===== config.mk =====
export PLATFORM = sky130hd
export DESIGN_NAME = reg_read_port_flat
export DESIGN_NICKNAME = d
export VERILOG_FILES = /design/src/rtl/reg_read_port_if.sv /design/src/rtl/reg_read_port.sv /design/src/flat_wrapper.sv
export SDC_FILE = /design/constraint.sdc
export NUM_CORES = 1
export LEC_CHECK = 0
export BUFFER_PORTS_ARGS = -buffer_cell sky130_fd_sc_hd__buf_2
export CORE_AREA = 8 8 134 198
export CTS_CLUSTER_DIAMETER = 40
export DETAILED_ROUTE_END_ITERATION = 10
export DIE_AREA = 0 0 142 206
export PLACE_DENSITY = 0.62
export SLEW_MARGIN = 20
export SYNTH_ARGS = -nofsm -noshare
export SYNTH_HDL_FRONTEND = slang
export SYNTH_SLANG_ARGS = --single-unit

===== constraint.sdc =====
create_clock -name clk -period 1.6 [get_ports clk]
set_clock_uncertainty 0.2 [all_clocks]
set_input_delay 0 -clock clk [delete_from_list [all_inputs] [get_ports clk]]
set_output_delay 0 -clock clk [all_outputs]
set_load 0.005 [all_outputs]

===== src/rtl/reg_read_port_if.sv =====
// Read handshake between reg_read_port and its consumer.
// master: consumer side (issues requests, acknowledges data).
// slave : reg_read_port side (returns registered A/B data).
interface reg_read_port_if #(
    parameter int DATA_W = 16
) ();

    logic              rd_req;
    logic [3:0]        addr_a;
    logic [3:0]        addr_b;
    logic              rd_ack;
    logic              rd_ready;
    logic              rd_valid;
    logic [DATA_W-1:0] A;
    logic [DATA_W-1:0] B;

    modport master (
        output rd_req,
        output addr_a,
        output addr_b,
        output rd_ack,
        input  rd_ready,
        input  rd_valid,
        input  A,
        input  B
    );

    modport slave (
        input  rd_req,
        input  addr_a,
        input  addr_b,
        input  rd_ack,
        output rd_ready,
        output rd_valid,
        output A,
        output B
    );

endinterface


===== src/rtl/reg_read_port.sv =====
// Dual read port into a 16-entry register bank.
// A request captures two indices; the following edge loads both ports from
// the bank and the result is held until the consumer acknowledges it.
// Build option: define REG_READ_BYPASS_EN to forward a same-edge register
// write (regEnable/ALUBus) into the port being loaded.
//
//   state | meaning
//   ------+-----------------------------------------------------------
//   IDLE  | ready for a request; A/B keep the last completed read
//   READ  | indices captured; A/B load from the bank on the next edge
//   HOLD  | A/B valid and frozen until rd_ack
module reg_read_port #(
    parameter int DATA_W = 16
) (
    input  logic              clk,
    input  logic              reset,
    input  logic [DATA_W-1:0] r0,
    input  logic [DATA_W-1:0] r1,
    input  logic [DATA_W-1:0] r2,
    input  logic [DATA_W-1:0] r3,
    input  logic [DATA_W-1:0] r4,
    input  logic [DATA_W-1:0] r5,
    input  logic [DATA_W-1:0] r6,
    input  logic [DATA_W-1:0] r7,
    input  logic [DATA_W-1:0] r8,
    input  logic [DATA_W-1:0] r9,
    input  logic [DATA_W-1:0] r10,
    input  logic [DATA_W-1:0] r11,
    input  logic [DATA_W-1:0] r12,
    input  logic [DATA_W-1:0] r13,
    input  logic [DATA_W-1:0] r14,
    input  logic [DATA_W-1:0] r15,
    input  logic [DATA_W-1:0] ALUBus,
    input  logic [15:0]       regEnable,
    reg_read_port_if.slave    bus
);

    typedef enum logic [1:0] {
        IDLE = 2'd0,
        READ = 2'd1,
        HOLD = 2'd2
    } state_t;

    state_t            r_state;
    state_t            w_state_nxt;

    logic [3:0]        r_idx_a;
    logic [3:0]        r_idx_b;
    logic [DATA_W-1:0] r_a;
    logic [DATA_W-1:0] r_b;
    logic              r_valid;

    logic              w_capture;
    logic              w_load;
    logic              w_release;
    logic              w_rd_ready;

    logic [DATA_W-1:0] w_bank [16];
    logic [DATA_W-1:0] w_rd_a;
    logic [DATA_W-1:0] w_rd_b;

    // Flatten the register bank inputs so the latched indices can select them.
    always_comb begin
        w_bank[0]  = r0;
        w_bank[1]  = r1;
        w_bank[2]  = r2;
        w_bank[3]  = r3;
        w_bank[4]  = r4;
        w_bank[5]  = r5;
        w_bank[6]  = r6;
        w_bank[7]  = r7;
        w_bank[8]  = r8;
        w_bank[9]  = r9;
        w_bank[10] = r10;
        w_bank[11] = r11;
        w_bank[12] = r12;
        w_bank[13] = r13;
        w_bank[14] = r14;
        w_bank[15] = r15;
    end

`ifdef REG_READ_BYPASS_EN
    // A register being written on the load edge returns the incoming value.
    always_comb begin
        w_rd_a = regEnable[r_idx_a] ? ALUBus : w_bank[r_idx_a];
        w_rd_b = regEnable[r_idx_b] ? ALUBus : w_bank[r_idx_b];
    end
`else
    logic w_unused_bypass;

    // Without forwarding the read returns the pre-write bank contents.
    always_comb begin
        w_rd_a = w_bank[r_idx_a];
        w_rd_b = w_bank[r_idx_b];
    end

    assign w_unused_bypass = ^{regEnable, ALUBus};
`endif

    // State register.
    always_ff @(posedge clk or negedge reset) begin
        if (!reset) begin
            r_state <= IDLE;
        end else begin
            r_state <= w_state_nxt;
        end
    end

    // Next-state and handshake decode; a request is only taken while ready,
    // so requests arriving during READ or an unacknowledged HOLD are dropped.
    always_comb begin
        w_state_nxt = r_state;
        w_capture   = 1'b0;
        w_load      = 1'b0;
        w_release   = 1'b0;
        w_rd_ready  = 1'b0;
        case (r_state)
            IDLE: begin
                w_rd_ready = 1'b1;
                if (bus.rd_req) begin
                    w_capture   = 1'b1;
                    w_state_nxt = READ;
                end
            end
            READ: begin
                w_load      = 1'b1;
                w_state_nxt = HOLD;
            end
            HOLD: begin
                if (bus.rd_ack) begin
                    w_rd_ready = 1'b1;
                    w_release  = 1'b1;
                    if (bus.rd_req) begin
                        w_capture   = 1'b1;
                        w_state_nxt = READ;
                    end else begin
                        w_state_nxt = IDLE;
                    end
                end
            end
            default: begin
                w_state_nxt = IDLE;
            end
        endcase
    end

    // Index capture; later address changes do not disturb a read in flight.
    always_ff @(posedge clk or negedge reset) begin
        if (!reset) begin
            r_idx_a <= 4'd0;
            r_idx_b <= 4'd0;
        end else if (w_capture) begin
            r_idx_a <= bus.addr_a;
            r_idx_b <= bus.addr_b;
        end
    end

    // Output data: loaded once per read, otherwise frozen (also after release).
    always_ff @(posedge clk or negedge reset) begin
        if (!reset) begin
            r_a <= '0;
            r_b <= '0;
        end else if (w_load) begin
            r_a <= w_rd_a;
            r_b <= w_rd_b;
        end
    end

    // Valid flag: set by the load, cleared when the consumer acknowledges.
    always_ff @(posedge clk or negedge reset) begin
        if (!reset) begin
            r_valid <= 1'b0;
        end else if (w_load) begin
            r_valid <= 1'b1;
        end else if (w_release) begin
            r_valid <= 1'b0;
        end
    end

    assign bus.rd_ready = w_rd_ready;
    assign bus.rd_valid = r_valid;
    assign bus.A        = r_a;
    assign bus.B        = r_b;

endmodule


===== src/flat_wrapper.sv =====
// flat-port wrapper written by rule: the top's interface ports become plain ports
module reg_read_port_flat 
#(
    parameter int DATA_W = 16
)
  (clk, reset, r0, r1, r2, r3, r4, r5, r6, r7, r8, r9, r10, r11, r12, r13, r14, r15, ALUBus, regEnable, bus_rd_req, bus_addr_a, bus_addr_b, bus_rd_ack, bus_rd_ready, bus_rd_valid, bus_A, bus_B);
  reg_read_port_if #(.DATA_W(DATA_W)) bus_i ();
  input  logic clk;
  input  logic reset;
  input  logic [DATA_W-1:0] r0;
  input  logic [DATA_W-1:0] r1;
  input  logic [DATA_W-1:0] r2;
  input  logic [DATA_W-1:0] r3;
  input  logic [DATA_W-1:0] r4;
  input  logic [DATA_W-1:0] r5;
  input  logic [DATA_W-1:0] r6;
  input  logic [DATA_W-1:0] r7;
  input  logic [DATA_W-1:0] r8;
  input  logic [DATA_W-1:0] r9;
  input  logic [DATA_W-1:0] r10;
  input  logic [DATA_W-1:0] r11;
  input  logic [DATA_W-1:0] r12;
  input  logic [DATA_W-1:0] r13;
  input  logic [DATA_W-1:0] r14;
  input  logic [DATA_W-1:0] r15;
  input  logic [DATA_W-1:0] ALUBus;
  input  logic [15:0] regEnable;
  input wire logic [$bits(bus_i.rd_req)-1:0] bus_rd_req;
  input wire logic [$bits(bus_i.addr_a)-1:0] bus_addr_a;
  input wire logic [$bits(bus_i.addr_b)-1:0] bus_addr_b;
  input wire logic [$bits(bus_i.rd_ack)-1:0] bus_rd_ack;
  output wire logic [$bits(bus_i.rd_ready)-1:0] bus_rd_ready;
  output wire logic [$bits(bus_i.rd_valid)-1:0] bus_rd_valid;
  output wire logic [$bits(bus_i.A)-1:0] bus_A;
  output wire logic [$bits(bus_i.B)-1:0] bus_B;
  assign bus_i.rd_req = bus_rd_req;
  assign bus_i.addr_a = bus_addr_a;
  assign bus_i.addr_b = bus_addr_b;
  assign bus_i.rd_ack = bus_rd_ack;
  assign bus_rd_ready = bus_i.rd_ready;
  assign bus_rd_valid = bus_i.rd_valid;
  assign bus_A = bus_i.A;
  assign bus_B = bus_i.B;
  reg_read_port #(.DATA_W(DATA_W)) u_core (.clk(clk), .reset(reset), .r0(r0), .r1(r1), .r2(r2), .r3(r3), .r4(r4), .r5(r5), .r6(r6), .r7(r7), .r8(r8), .r9(r9), .r10(r10), .r11(r11), .r12(r12), .r13(r13), .r14(r14), .r15(r15), .ALUBus(ALUBus), .regEnable(regEnable), .bus(bus_i));
endmodule

# After elaboration in Yosys (flattened, before gate mapping)
# Cells that the tools add are included.
[word_totals]
register_bits = 43
out_inout_bits = 34
[op_classes]
n_lt_le_gt_ge = 2
n_eq_ne = 4
mux = 19
bitwise = 2
reduce_logical = 3
[op_table]
columns = ["cell", "count"]
rows = [
  ["binary-select mux 16 bit (select 4 bit)", 2],
  ["2-to-1 mux 16 bit", 4],
  [">= comparator 5 bit, second input constant", 2],
  ["NOT 4 -> 5 bit", 2],
  ["2-to-1 mux 1 bit", 8],
  ["one-hot mux 2 bit (3 select lines)", 1],
  ["2-to-1 mux 2 bit", 2],
  ["!= test 2 bit, second input constant", 2],
  ["one-hot mux 1 bit (2 select lines)", 2],
  ["equality test 2 x 1 -> 1 bit, second input constant", 1],
  ["equality test 2 bit, second input constant", 1],
  ["zero test 2 bit", 1],
  ["AND reduction 2 bit", 1],
  ["nonzero test 2 bit", 1],
]

# Logic depth before layout (Yosys ltp)
[depth]
word_depth = 4
mapped_depth = 7
mapped_depth_nobuf = 4

# Least setup slack after synthesis
# No wires, ideal clock.
[synth_timing]
path_type = "flip-flop to flip-flop"
start = "register u_core.r_state[1]"
end = "register u_core.r_idx_a[0]"
setup_ns = 0.125
arrival_time_ns = 1.217
required_time_ns = 1.275
path_slack_ns = 0.058
path_stages_with_launch = 6
n_path_buf = 1
period_less_slack_ns = 1.542
path_cell_list = "dfrtp_1 nand2b_1 nor2b_1 and2_1 buf_6 mux2_4"
[synth_via]
elab_chain_len = 2
elab_cells_between_ends = 3
[synth_rtl]
columns = ["item", "line", "text"]
rows = [
  ["start: declaration", "reg_read_port.sv:44", "state_t r_state;"],
  ["start signal: assignment", "reg_read_port.sv:105", "r_state <= w_state_nxt;"],
  ["equality test 2 bit / zero test 2 bit (equally long branches)", "reg_read_port.sv:117", "case (r_state)"],
  ["one-hot mux 1 bit (2 select lines) (*)", "reg_read_port.sv:117", ""],
  ["end signal: assignment", "reg_read_port.sv:153", "r_idx_a <= bus.addr_a;"],
  ["end: declaration", "reg_read_port.sv:47", "logic [3:0] r_idx_a;"],
]
# Every way passes the cells marked *; elsewhere a longest branch is shown, timed or not.
# A chain may end at the register's enable or synchronous reset.

# Worst setup path after layout
[layout_timing]
start = "register u_core.r_idx_b[1]"
end = "register u_core.r_b[14] (netlist: u_core.bus.B[14])"
[layout_via]
elab_chain_len = 4
[layout_rtl]
columns = ["item", "line", "text"]
rows = [
  ["start: declaration", "reg_read_port.sv:48", "logic [3:0] r_idx_b;"],
  ["start signal: assignment", "reg_read_port.sv:154", "r_idx_b <= bus.addr_b;"],
  ["NOT 4 -> 5 bit (not written as such)", "reg_read_port.sv:94", "w_rd_b = w_bank[r_idx_b];"],
  ["binary-select mux 16 bit (select 4 bit)", "reg_read_port.sv:94", ""],
  ["2-to-1 mux 16 bit (not written as such) (2 in series)", "reg_read_port.sv:94", ""],
  ["end signal: assignment", "reg_read_port.sv:165", "r_b <= w_rd_b;"],
  ["end: declaration", "reg_read_port.sv:50", "logic [DATA_W-1:0] r_b;"],
]
# Every way passes these cells. The select of a mux whose other input is x is not followed.

==> results.sh <==
export IMPL_antenna_found_initial=6
export IMPL_final_util_pct=45.7
export IMPL_p_int_mw=7.03
export IMPL_crit_path_end_kind="register"
export IMPL_cts_tree="built"
export IMPL_die_area_mm2=0.0293
export IMPL_crit_arrival_ns=1.88
export IMPL_path_class="register to register"
export IMPL_overflow=0
export IMPL_cts_clk_slew_worst_paths_ns=0.08
export IMPL_hold_path_depth=5
export IMPL_grt_max_degree=44
export IMPL_vias=7882
export IMPL_place_gp_congestion=0.891
export IMPL_die_y_um=206
export IMPL_clock_sinks=43
export IMPL_yosys_warnings=0
export IMPL_fillCellCount=2212
export IMPL_maxSlewHeadroom_pct=79.3
export IMPL_critPathMaxStageDelay_ns=0.50
export IMPL_p_clk_share_pct=12.0
export IMPL_violations="negative hold slack, negative setup slack"
export IMPL_grt_pass1_wl_mm=50.8
export IMPL_worst_path_max_fanout=10
export IMPL_irDropWorstVdd_uv=549
export IMPL_first_pass_iters=5
export IMPL_cp_cell_sequence="buf_12, buf_12, mux2i_1, a22oi_1, buf_4, nand4_1, nand3_1"
export IMPL_required_ns=1.64
export IMPL_outcome="complete, but fails checks"
export IMPL_rsz0062_at_grt="true"
export IMPL_areaGrowthSynthToFinish_pct=78.7
export IMPL_period_share_pct=115
export IMPL_hp_start="r9[12]"
export IMPL_ys_async_sr_fraction_pct=100
export IMPL_setup_ws_ns=-0.242
export IMPL_htreeDepth=2
export IMPL_numCtsBuffers=5
export IMPL_ys_top_cells_by_area="mux2i_1 43%, dfrtp_1 18%, a22oi_1 12%"
export IMPL_synthTopCellsByCount="256 x mux2i_1, 97 x nand2_1, 96 x a22oi_1"
export IMPL_netlist_instances=687
export IMPL_synth_edff_count=0
export IMPL_ys_seq_area_share_pct=17.9
export IMPL_comb_power_share_pct=71.6
export IMPL_ys_seq_elements=43
export IMPL_fin_crit_ns=1.84
export IMPL_cp_start_kind="register"
export IMPL_synth_ff_type="dfrtp_1"
export IMPL_switching_share_pct=41.8
export IMPL_setup_violations=32
export IMPL_via_per_inst=5.27
export IMPL_totalWireLength_mm=34.9
export IMPL_first_iter_violations=352
export IMPL_ios=334
export IMPL_initial_core_util_pct=25.6
export IMPL_powerDensity_mw_per_mm2=1120
export IMPL_holdCritPathClass="input port to register"
export IMPL_post_place_ws_ns=-0.423
export IMPL_synth_area_mm2=0.00603
export IMPL_pwr_share_seq_pct=16.4
export IMPL_dpl_hpwl_mm=26.0
export IMPL_clk_insertion_delay_late_ns=0.31
export IMPL_regToRegSetupSlack_ns=-0.24
export IMPL_clk_path_buf_depth=2
export IMPL_cts_root_buffer="clkbuf_16"
export IMPL_yosysMostFrequentCell="mux2i_1"
export IMPL_tightest_slew_ns=0.311
export IMPL_hold_ws_ns=-0.0226
export IMPL_reg2reg_depth=7
export IMPL_yosys_area_top_type="mux2i_1"
export IMPL_design_core_area_mm2=0.0236
export IMPL_synth_nets=987
export IMPL_netlist_cell_type_count=22
export IMPL_leakagePower_nw=5.36
export IMPL_max_cap_viol_count=0
export IMPL_power_switching_mw=5.04
export IMPL_ant_nets=0
export IMPL_max_freq_ghz=0.543
export IMPL_std_cell_rows=69
export IMPL_synth_avg_cell_area_um2=8.77
export IMPL_finalHoldViolations=4
export IMPL_fp_dieW_um=142
export IMPL_drc=0
export IMPL_grt_usage_pct=23.0
export IMPL_crit_slowest_cell="dfrtp_4"
export IMPL_final_nets=1471
export IMPL_drive_gt1_share_pct=41.7
export IMPL_hold_path_end="u_core.bus.B[12]$_DFFE_PN0P_"
export IMPL_grt_pass1_vias=8630
export IMPL_io_buffers=301
export IMPL_crit_top_cell="buf_12"
export IMPL_avgRoutedWirePerCell_um=23.4
export IMPL_rr_startpoint="u_core.r_idx_b[1]$_DFFE_PN0P_"
export IMPL_worst_r2r_endpoint="u_core.bus.B[14]$_DFFE_PN0P_"
export IMPL_maxSlewViolCount=0
export IMPL_yosysTopAreaCellShare_pct=42.5
## sequential cells by signal, summed over array words and instances, names as in the netlist
name	count
u_core.bus.A	16
u_core.bus.B	16
u_core.r_idx_a	4
u_core.r_idx_b	4
u_core.r_state	2
u_core.bus.rd_valid	1
## cell usage in the layout, fill, tap and decap left out, drive strengths merged
| cell type | count |
|---|---|
| nand2b | 2 |
| o21ai | 1 |
| a22oi | 96 |
| nor2b | 5 |
| inv | 4 |
| and2 | 3 |
| clkbuf | 9 |
| bufinv | 2 |
| buf | 424 |
| nor2 | 6 |
| a21oi | 2 |
| nand4 | 32 |
| nand2 | 97 |
| diode | 4 |
| dfrtp | 43 |
| mux2i | 256 |
| dlygate4sd3 | 118 |
| nand3 | 64 |
| mux2 | 8 |
## kinds of logic after synthesis
family,share of synthesized area (%)
simple gates,16.6
mux,44.5
compound gates,12.2
buf+inv,8.84
flops,17.9
## repair_timing
item                                    4_1_cts  5_1_grt
hold endpoints to repair                     83        0
endpoints found under the setup margin       41       37
hold buffers                                118        0
pin swaps                                    99       54
cloned                                        7        4
resized for setup                            68       22
buffers inserted                             14        3
## critical path: cells and delay by family (launching register included)
kind            cells  cell delay, ns
flops               1            0.50
simple gates        2            0.22
mux                 1            0.12
buf+inv             3            0.47
compound gates      1            0.27
## metrics by stage
stage	setup TNS, ns	cells	instance area [um2]	power, mW
after floorplan	0	687	6030	5.93
after global placement	-5.15	1338	8580	9.03
after detailed placement	-5.96	1338	8580	9.12
after CTS	-6.23	1485	10600	11.8
after global routing	-7.92	1495	10800	12.7
final	-5.85	1495	10800	12.1
## worst max path at each step
stage,from,endpoint,slack (ns),cells after the start
global route,u_core.r_idx_b[1]$_DFFE_PN0P_,u_core.bus.B[1]$_DFFE_PN0P_,-0.32,7
CTS,u_core.r_idx_b[1]$_DFFE_PN0P_,u_core.bus.B[1]$_DFFE_PN0P_,-0.26,7
global placement,u_core.r_idx_b[1]$_DFFE_PN0P_,u_core.bus.B[1]$_DFFE_PN0P_,-0.43,7
finish,u_core.r_idx_b[1]$_DFFE_PN0P_,u_core.bus.B[14]$_DFFE_PN0P_,-0.24,7
floorplan,u_core.r_state[1]$_DFFE_PN0P_,u_core.r_idx_a[0]$_DFFE_PN0P_,0.06,5
detailed placement,u_core.r_idx_b[1]$_DFFE_PN0P_,u_core.bus.B[1]$_DFFE_PN0P_,-0.42,7
## layout make-up
cell class,count,area [um2],area share (%)
Inverter,3,11.3,0.105
Antenna cell,4,10.0,0.0929
Clock inverter,3,71.3,0.662
Sequential cell,43,1090,10.1
Timing Repair Buffer,546,4450,41.3
Multi-Input combinational cell,572,4620,42.9
Tap cell,319,399,3.71
Clock buffer,5,125,1.16
## power by group through the flow
stage	combinational [mW]	clock [mW]	sequential [mW]
2_1_floorplan	4.06	0	1.88
3_3_place_gp	7.02	0	2.01
3_5_place_dp	7.10	0	2.02
4_1_cts	8.31	1.48	1.99
5_1_grt	9.14	1.52	2.05
6_report	8.65	1.45	1.98
## per-layer routing
metal | wire, um | GRT usage (%) | vias up
li1 | - | - | 3580
met1 | 11800 | 22.2 | 3748
met2 | 18400 | 43.1 | 436
met3 | 2330 | 4.72 | 116
met4 | 2410 | 15.3 | 2
met5 | 12 | 0 | -
(Power assumes the default switching activity.)
